### src/rtl/lcd_bounce_gen.sv
`default_nettype none
// ============================================================================
// Module   : lcd_bounce_gen
// Purpose  : Pixel source for the 800x480 LTM panel (1056x525 total timing).
//            Draws a one-pixel white border, a solid background and a square
//            box that moves once per frame and bounces off the panel edges.
//            Colour and the DEN/HD/VD strobes share one 2-stage pipeline, so
//            everything reaches the panel aligned.
// Ports    : CLK, RST              pixel clock, synchronous active-high reset
//            Columna[10:0]         horizontal counter, 0..1055
//            Fila[9:0]             vertical counter, 0..524
//            DEN_in, HD_in, VD_in  enable / active-low syncs from the timing gen
//            PAUSE                 holds the box in place while high
//            R, G, B [7:0]         pixel colour (0 outside the active area)
//            DEN_out, HD_out, VD_out  strobes delayed by 2 cycles
//            FRAME_TICK            one-cycle pulse per frame
// Revision : 1.0  initial release
// ============================================================================
module lcd_bounce_gen #(
    parameter int          H_START    = 216,
    parameter int          V_START    = 35,
    parameter int          H_ACTIVE   = 800,
    parameter int          V_ACTIVE   = 480,
    parameter int          BOX        = 32,
    parameter int          STEP       = 2,
    parameter logic [23:0] BG_RGB     = 24'h000040,
    parameter logic [23:0] BOX_RGB    = 24'hFF8000,
    parameter logic [23:0] BORDER_RGB = 24'hFFFFFF
) (
    input  wire logic        CLK,
    input  wire logic        RST,
    input  wire logic [10:0] Columna,
    input  wire logic [9:0]  Fila,
    input  wire logic        DEN_in,
    input  wire logic        HD_in,
    input  wire logic        VD_in,
    input  wire logic        PAUSE,
    output logic      [7:0]  R,
    output logic      [7:0]  G,
    output logic      [7:0]  B,
    output logic             DEN_out,
    output logic             HD_out,
    output logic             VD_out,
    output logic             FRAME_TICK
);

    // Offsets only need the low counter bits: the difference of the low bits
    // equals the low bits of the full difference.
    localparam logic [9:0]  c_H_START_LO = 10'(H_START);
    localparam logic [8:0]  c_V_START_LO = 9'(V_START);
    localparam logic [9:0]  c_TICK_ROW   = 10'(V_START + V_ACTIVE);
    localparam logic [9:0]  c_X_LAST     = 10'(H_ACTIVE - 1);
    localparam logic [8:0]  c_Y_LAST     = 9'(V_ACTIVE - 1);
    localparam logic [10:0] c_X_MAX      = 11'(H_ACTIVE - BOX);
    localparam logic [10:0] c_Y_MAX      = 11'(V_ACTIVE - BOX);
    localparam logic [9:0]  c_X_MAX_POS  = 10'(H_ACTIVE - BOX);
    localparam logic [8:0]  c_Y_MAX_POS  = 9'(V_ACTIVE - BOX);
    localparam logic [10:0] c_STEP       = 11'(STEP);
    localparam logic [9:0]  c_STEP_X     = 10'(STEP);
    localparam logic [8:0]  c_STEP_Y     = 9'(STEP);
    localparam logic [10:0] c_BOX_M1     = 11'(BOX - 1);

    // Stage 1
    logic [9:0]  r_x;
    logic [8:0]  r_y;
    logic        r_den1;
    logic        r_hd1;
    logic        r_vd1;
    // Stage 2
    logic [23:0] r_rgb;
    logic        r_den2;
    logic        r_hd2;
    logic        r_vd2;
    logic        r_tick;
    // Box state
    logic [9:0]  r_box_x;
    logic [8:0]  r_box_y;
    logic        r_dx;
    logic        r_dy;

    logic        w_tick;
    logic [10:0] w_bx_sum;
    logic [10:0] w_by_sum;
    logic [9:0]  w_box_x_d;
    logic [8:0]  w_box_y_d;
    logic        w_dx_d;
    logic        w_dy_d;
    logic        w_border;
    logic        w_in_box;
    logic [10:0] w_bx_end;
    logic [10:0] w_by_end;
    logic [23:0] w_rgb_d;

    // First line after the active area, column 0: box moves during vblank.
    assign w_tick = (Columna == 11'd0) && (Fila == c_TICK_ROW);

    // Box motion; sums are 11 bits wide so the overshoot test cannot wrap.
    always_comb begin
        w_bx_sum  = {1'b0, r_box_x} + c_STEP;
        w_by_sum  = {2'b0, r_box_y} + c_STEP;
        w_box_x_d = r_box_x;
        w_box_y_d = r_box_y;
        w_dx_d    = r_dx;
        w_dy_d    = r_dy;
        if (w_tick && !PAUSE) begin
            if (r_dx) begin
                if (w_bx_sum >= c_X_MAX) begin
                    w_box_x_d = c_X_MAX_POS;
                    w_dx_d    = 1'b0;
                end else begin
                    w_box_x_d = w_bx_sum[9:0];
                end
            end else begin
                if ({1'b0, r_box_x} <= c_STEP) begin
                    w_box_x_d = 10'd0;
                    w_dx_d    = 1'b1;
                end else begin
                    w_box_x_d = r_box_x - c_STEP_X;
                end
            end
            if (r_dy) begin
                if (w_by_sum >= c_Y_MAX) begin
                    w_box_y_d = c_Y_MAX_POS;
                    w_dy_d    = 1'b0;
                end else begin
                    w_box_y_d = w_by_sum[8:0];
                end
            end else begin
                if ({2'b0, r_box_y} <= c_STEP) begin
                    w_box_y_d = 9'd0;
                    w_dy_d    = 1'b1;
                end else begin
                    w_box_y_d = r_box_y - c_STEP_Y;
                end
            end
        end
    end

    // Colour select for the stage-1 coordinate: border > box > background.
    always_comb begin
        w_bx_end = {1'b0, r_box_x} + c_BOX_M1;
        w_by_end = {2'b0, r_box_y} + c_BOX_M1;
        w_border = (r_x == 10'd0) || (r_x == c_X_LAST) ||
                   (r_y == 9'd0)  || (r_y == c_Y_LAST);
        w_in_box = (r_x >= r_box_x) && ({1'b0, r_x} <= w_bx_end) &&
                   (r_y >= r_box_y) && ({2'b0, r_y} <= w_by_end);
        w_rgb_d  = 24'h000000;
        if (r_den1) begin
            if (w_border) begin
                w_rgb_d = BORDER_RGB;
            end else if (w_in_box) begin
                w_rgb_d = BOX_RGB;
            end else begin
                w_rgb_d = BG_RGB;
            end
        end
    end

    always_ff @(posedge CLK) begin
        if (RST) begin
            r_x     <= 10'd0;
            r_y     <= 9'd0;
            r_den1  <= 1'b0;
            r_hd1   <= 1'b1;
            r_vd1   <= 1'b1;
            r_rgb   <= 24'h000000;
            r_den2  <= 1'b0;
            r_hd2   <= 1'b1;
            r_vd2   <= 1'b1;
            r_tick  <= 1'b0;
            r_box_x <= 10'd0;
            r_box_y <= 9'd0;
            r_dx    <= 1'b1;
            r_dy    <= 1'b1;
        end else begin
            r_x     <= Columna[9:0] - c_H_START_LO;
            r_y     <= Fila[8:0] - c_V_START_LO;
            r_den1  <= DEN_in;
            r_hd1   <= HD_in;
            r_vd1   <= VD_in;
            r_rgb   <= w_rgb_d;
            r_den2  <= r_den1;
            r_hd2   <= r_hd1;
            r_vd2   <= r_vd1;
            r_tick  <= w_tick;
            r_box_x <= w_box_x_d;
            r_box_y <= w_box_y_d;
            r_dx    <= w_dx_d;
            r_dy    <= w_dy_d;
        end
    end

    assign R          = r_rgb[23:16];
    assign G          = r_rgb[15:8];
    assign B          = r_rgb[7:0];
    assign DEN_out    = r_den2;
    assign HD_out     = r_hd2;
    assign VD_out     = r_vd2;
    assign FRAME_TICK = r_tick;

endmodule
`default_nettype wire
### config.mk
export PLATFORM = sky130hd
export DESIGN_NAME = lcd_bounce_gen
export DESIGN_NICKNAME = d
export VERILOG_FILES = /design/src/rtl/lcd_bounce_gen.sv
export SDC_FILE = /design/constraint.sdc
export NUM_CORES = 1
export LEC_CHECK = 0
export CAP_MARGIN = 0
export CORE_MARGIN = 1.5
export CORE_UTILIZATION = 55
export DETAILED_ROUTE_END_ITERATION = 7
export PLACE_DENSITY = 0.81
export SYNTH_ARGS = -nofsm -noshare
export SYNTH_HDL_FRONTEND = slang
export SYNTH_SLANG_ARGS = --single-unit
### constraint.sdc
create_clock -name CLK -period 3 [get_ports CLK]
set_clock_uncertainty 0.1 [all_clocks]
set_input_delay 0.6 -clock CLK [delete_from_list [all_inputs] [get_ports CLK]]
set_output_delay 0.6 -clock CLK [all_outputs]
set_load 0.02 [all_outputs]
==> impl_metrics.ini <==
[global_route]
overflow = 0
first_global_vias = 3446
grt_pass1_wl_um = 15500
antenna_found_initial = 0
grt_max_degree = 42
track_usage_pct = 26.1

[outcome]
outcome = finished, violations left
violations = DRC

[drt]
vias = 3617
avgViaCountPerCell = 6.12
drt-total-wl_um = 9050
dr.pass1.iters = 7
drt_iter0_markers = 380
wl_per_cell_um = 15.3
antenna_left = 0
drc = 6

[critical_path]
cp_slowest_stage_delay_ns = 0.46
cp_top_family = compound AO/OA/AOI/OAI gates
critical_path.endpoint_type = flip-flop
crit_slowest_cell = dfxtp_1
path_buf_inv = 2
cp.depth = 12
r2r-start = r_box_y[2]
worstPathArrival_ns = 2.87
path_cells = inv_1 > ha_1 > nand2_1 > inv_1 > nor2_1 > xnor2_1 > ha_1 > a21oi_1 > o21ai_0 > a211oi_1 > o32a_1 > a41oi_2
worstSetupStartpointType = flip-flop
cp.required_ns = 3.06
crit_type = reg2reg
path_max_fanout = 8
ff2ff_path_depth = 12
r2r_setup_slack_ns = 0.19
startpoint = r_box_y[2]
r2r_end = r_rgb[6]

[synthesis]
synth.distinct_cells = 58
syn_inst = 472
syn_avg_cell_area_um2 = 7.84
netlist_area_um2 = 3700
ys_seq_area_share_pct = 26.0
async_flop_share_pct = 0
ys_warn_count = 0
ys_ff_latch = 48
synth_fp_nets = 543
synth-edff-count = 0
synth_ff_type = dfxtp_1

[placed_design]
dp_slack_ns = 0.0937
port_buffers = 54
hpwl_um = 7040
gp_congestion = 0.888
placed_cells = 583

[timing]
max-slew-margin-rel_pct = 59.6
tightestPinTransition_ns = 0.599
setup_violations = 0
post-route-min-period_ns = 2.81
hold_viol_final = 0
slew_violations = 0
fin_setup_tns_ns = 0
post-route-period-util_pct = 93.6
rsz0062_at_grt = false
fmax_mhz = 356
fin_ws_ns = 0.191
timing.hold.ws_ns = 0.314

[layout]
nNetsFinal = 584
diodes = 0
drive_above_1_share_pct = 8.75
layoutNonFillerInstCount = 591
area_growth_pct = 19.2

[hold_path]
hold_class = reg2reg
holdCritStartpoint = r_vd1
min_to = VD_out
hold_depth = 1

[floorplanning]
num_io_pins = 55
dieHeight_um = 85.0
fp.coreArea_um2 = 6420
die_x_um = 85.0
initial_utilization_pct = 57.6
fp.dieArea_um2 = 7230
std_cell_rows = 29

[clocking]
cts_buffers = 5
clock_latency_ns = 0.30
cts_buffer_depth = 2
cts_num_sinks = 48
cts_tree = built
cts.clk_slew.worst_paths_ns = 0.09
root_buffer = clkbuf_8
h-tree-depth = 2

[power_and_ir_drop]
ir_worst_vdd_mv = 0.232
power_leakage_nw = 1.65
swShare_pct = 26.0
clockPowerShare_pct = 35.7
pwr-share-comb_pct = 16.1
p_seq_share_pct = 48.2
p_switching_w = 0.000369
power.density_nw_per_um2 = 322
intPower_w = 0.00105

[run]
maxCapViolations = 0
-- worst max-delay path by stage --
stage                 endpoint  slack (ns)
floorplan             r_rgb[6]        0.27
global placement    r_box_x[2]        0.12
detailed placement  r_box_x[7]        0.09
CTS                   r_rgb[6]        0.13
global route          r_rgb[6]        0.04
finish                r_rgb[6]        0.19
-- final cells by class --
type	count	area [µm²]
Inverter	22	82.6
Multi-Input combinational cell	357	2410
Sequential cell	48	961
Clock buffer	6	82.6
Fill cell	519	2010
Tap cell	77	96.3
Clock inverter	2	38.8
Timing Repair Buffer	79	741
-- cells in the final DEF (no fill, tap or decap), types with 5 or more instances in the layout --
master	instances
a211oi_1	7
a21oi_1	37
a31oi_1	7
buf_4	24
clkbuf_8	6
clkdlybuf4s50_1	54
dfxtp_1	48
ha_1	44
inv_1	22
nand2_1	39
nand3_1	21
nand4_1	12
nor2_1	42
nor2b_1	10
nor3_1	18
nor4_1	9
o21ai_0	20
or2_2	6
xnor2_1	17
xor2_1	5
-- registers in the layout, summed over array words and instances, names as in the netlist --
name        cells
r_box_y         8
r_vd1           1
FRAME_TICK      1
r_x            10
r_box_x         9
HD_out          1
r_rgb           3
r_den1          1
VD_out          1
DEN_out         1
r_dy            1
r_dx            1
r_hd1           1
r_y             9
-- synth_stat cells (2+ instances only) --
cell type | instances | share of area (%)
nand2_1 | 39 | 4.0
o311ai_0 | 2 | 0.47
buf_2 | 7 | 0.95
a32o_1 | 3 | 0.81
or4_1 | 2 | 0.41
o31ai_1 | 4 | 0.81
clkbuf_1 | 16 | 1.6
o32a_1 | 2 | 0.54
dfxtp_1 | 48 | 26
or2_2 | 6 | 1.0
nor2b_1 | 10 | 1.7
xor2_1 | 5 | 1.2
a211oi_1 | 7 | 1.4
buf_4 | 21 | 4.3
o32ai_1 | 4 | 0.95
o221ai_1 | 2 | 0.47
o21a_1 | 3 | 0.61
o22ai_1 | 3 | 0.51
a2111oi_0 | 2 | 0.47
xnor2_1 | 17 | 4.0
a31oi_1 | 7 | 1.2
nor4_1 | 9 | 1.5
nor3_1 | 18 | 2.4
and3_1 | 4 | 0.68
o21ai_0 | 21 | 2.8
ha_1 | 44 | 15
nor2_1 | 42 | 4.3
inv_1 | 22 | 2.2
o211ai_1 | 3 | 0.61
nor4b_1 | 2 | 0.47
a21o_1 | 2 | 0.41
nand4_1 | 12 | 2.0
or3_1 | 2 | 0.34
nand3_1 | 21 | 2.8
a21oi_1 | 37 | 5.0
-- stage by stage --
step	instance area, µm²	power, W	util (%)
floorplan	3700	0.000830	-
global placement	4280	0.000913	66.6
detailed placement	4280	0.000924	66.6
CTS	4400	0.00142	68.5
global route	4410	0.00148	68.6
finish	4410	0.00142	68.6
-- kinds of logic after synthesis --
family / Yosys count / share of synthesized area, %
XOR/XNOR: 22 / 5.21
flip-flops: 48 / 26.0
buffers and inverters: 67 / 9.17
AO/OA/AOI/OAI: 114 / 20.4
adder cells (fa/ha/maj): 44 / 14.9
multiplexers: 2 / 0.575
AND/OR/NAND/NOR: 175 / 23.7
-- power groups by stage --
| stage | clock, W | sequential [W] | combinational (W) |
|---|---|---|---|
| after global placement | 0 | 0.000698 | 0.000215 |
| after global routing | 0.000535 | 0.000689 | 0.000255 |
| after CTS | 0.000510 | 0.000684 | 0.000227 |
| final | 0.000506 | 0.000685 | 0.000229 |
| after floorplan | 0 | 0.000697 | 0.000133 |
| after detailed placement | 0 | 0.000699 | 0.000225 |
-- repair_timing --
item / in CTS / in global routing
resized for setup: 0 / 2
hold buffers: 0 / 0
setup endpoints to repair: 0 / 1
buffers inserted: 0 / 0
-- worst reg2reg max path, stage by stage (launching register included) --
cell and delay (ns):
dfxtp_1 0.46, inv_1 0.17, ha_1 0.25, nand2_1 0.09, inv_1 0.08, nor2_1 0.13
xnor2_1 0.13, ha_1 0.26, a21oi_1 0.15, o21ai_0 0.11, a211oi_1 0.36, o32a_1 0.23
a41oi_2 0.14
-- layer usage --
layer / vias to the layer above / GRT usage [%] / wire length (µm) / part of all wire [%]
met4: 0 / 8.64 / 234 / 2.6
met1: 1658 / 33.6 / 4030 / 44
li1: 1779 / - / - / -
met5: - / 0 / 0 / 0
met2: 156 / 44.5 / 4120 / 46
met3: 24 / 4.38 / 667 / 7.4
Power figures use the tool's default switching activity.
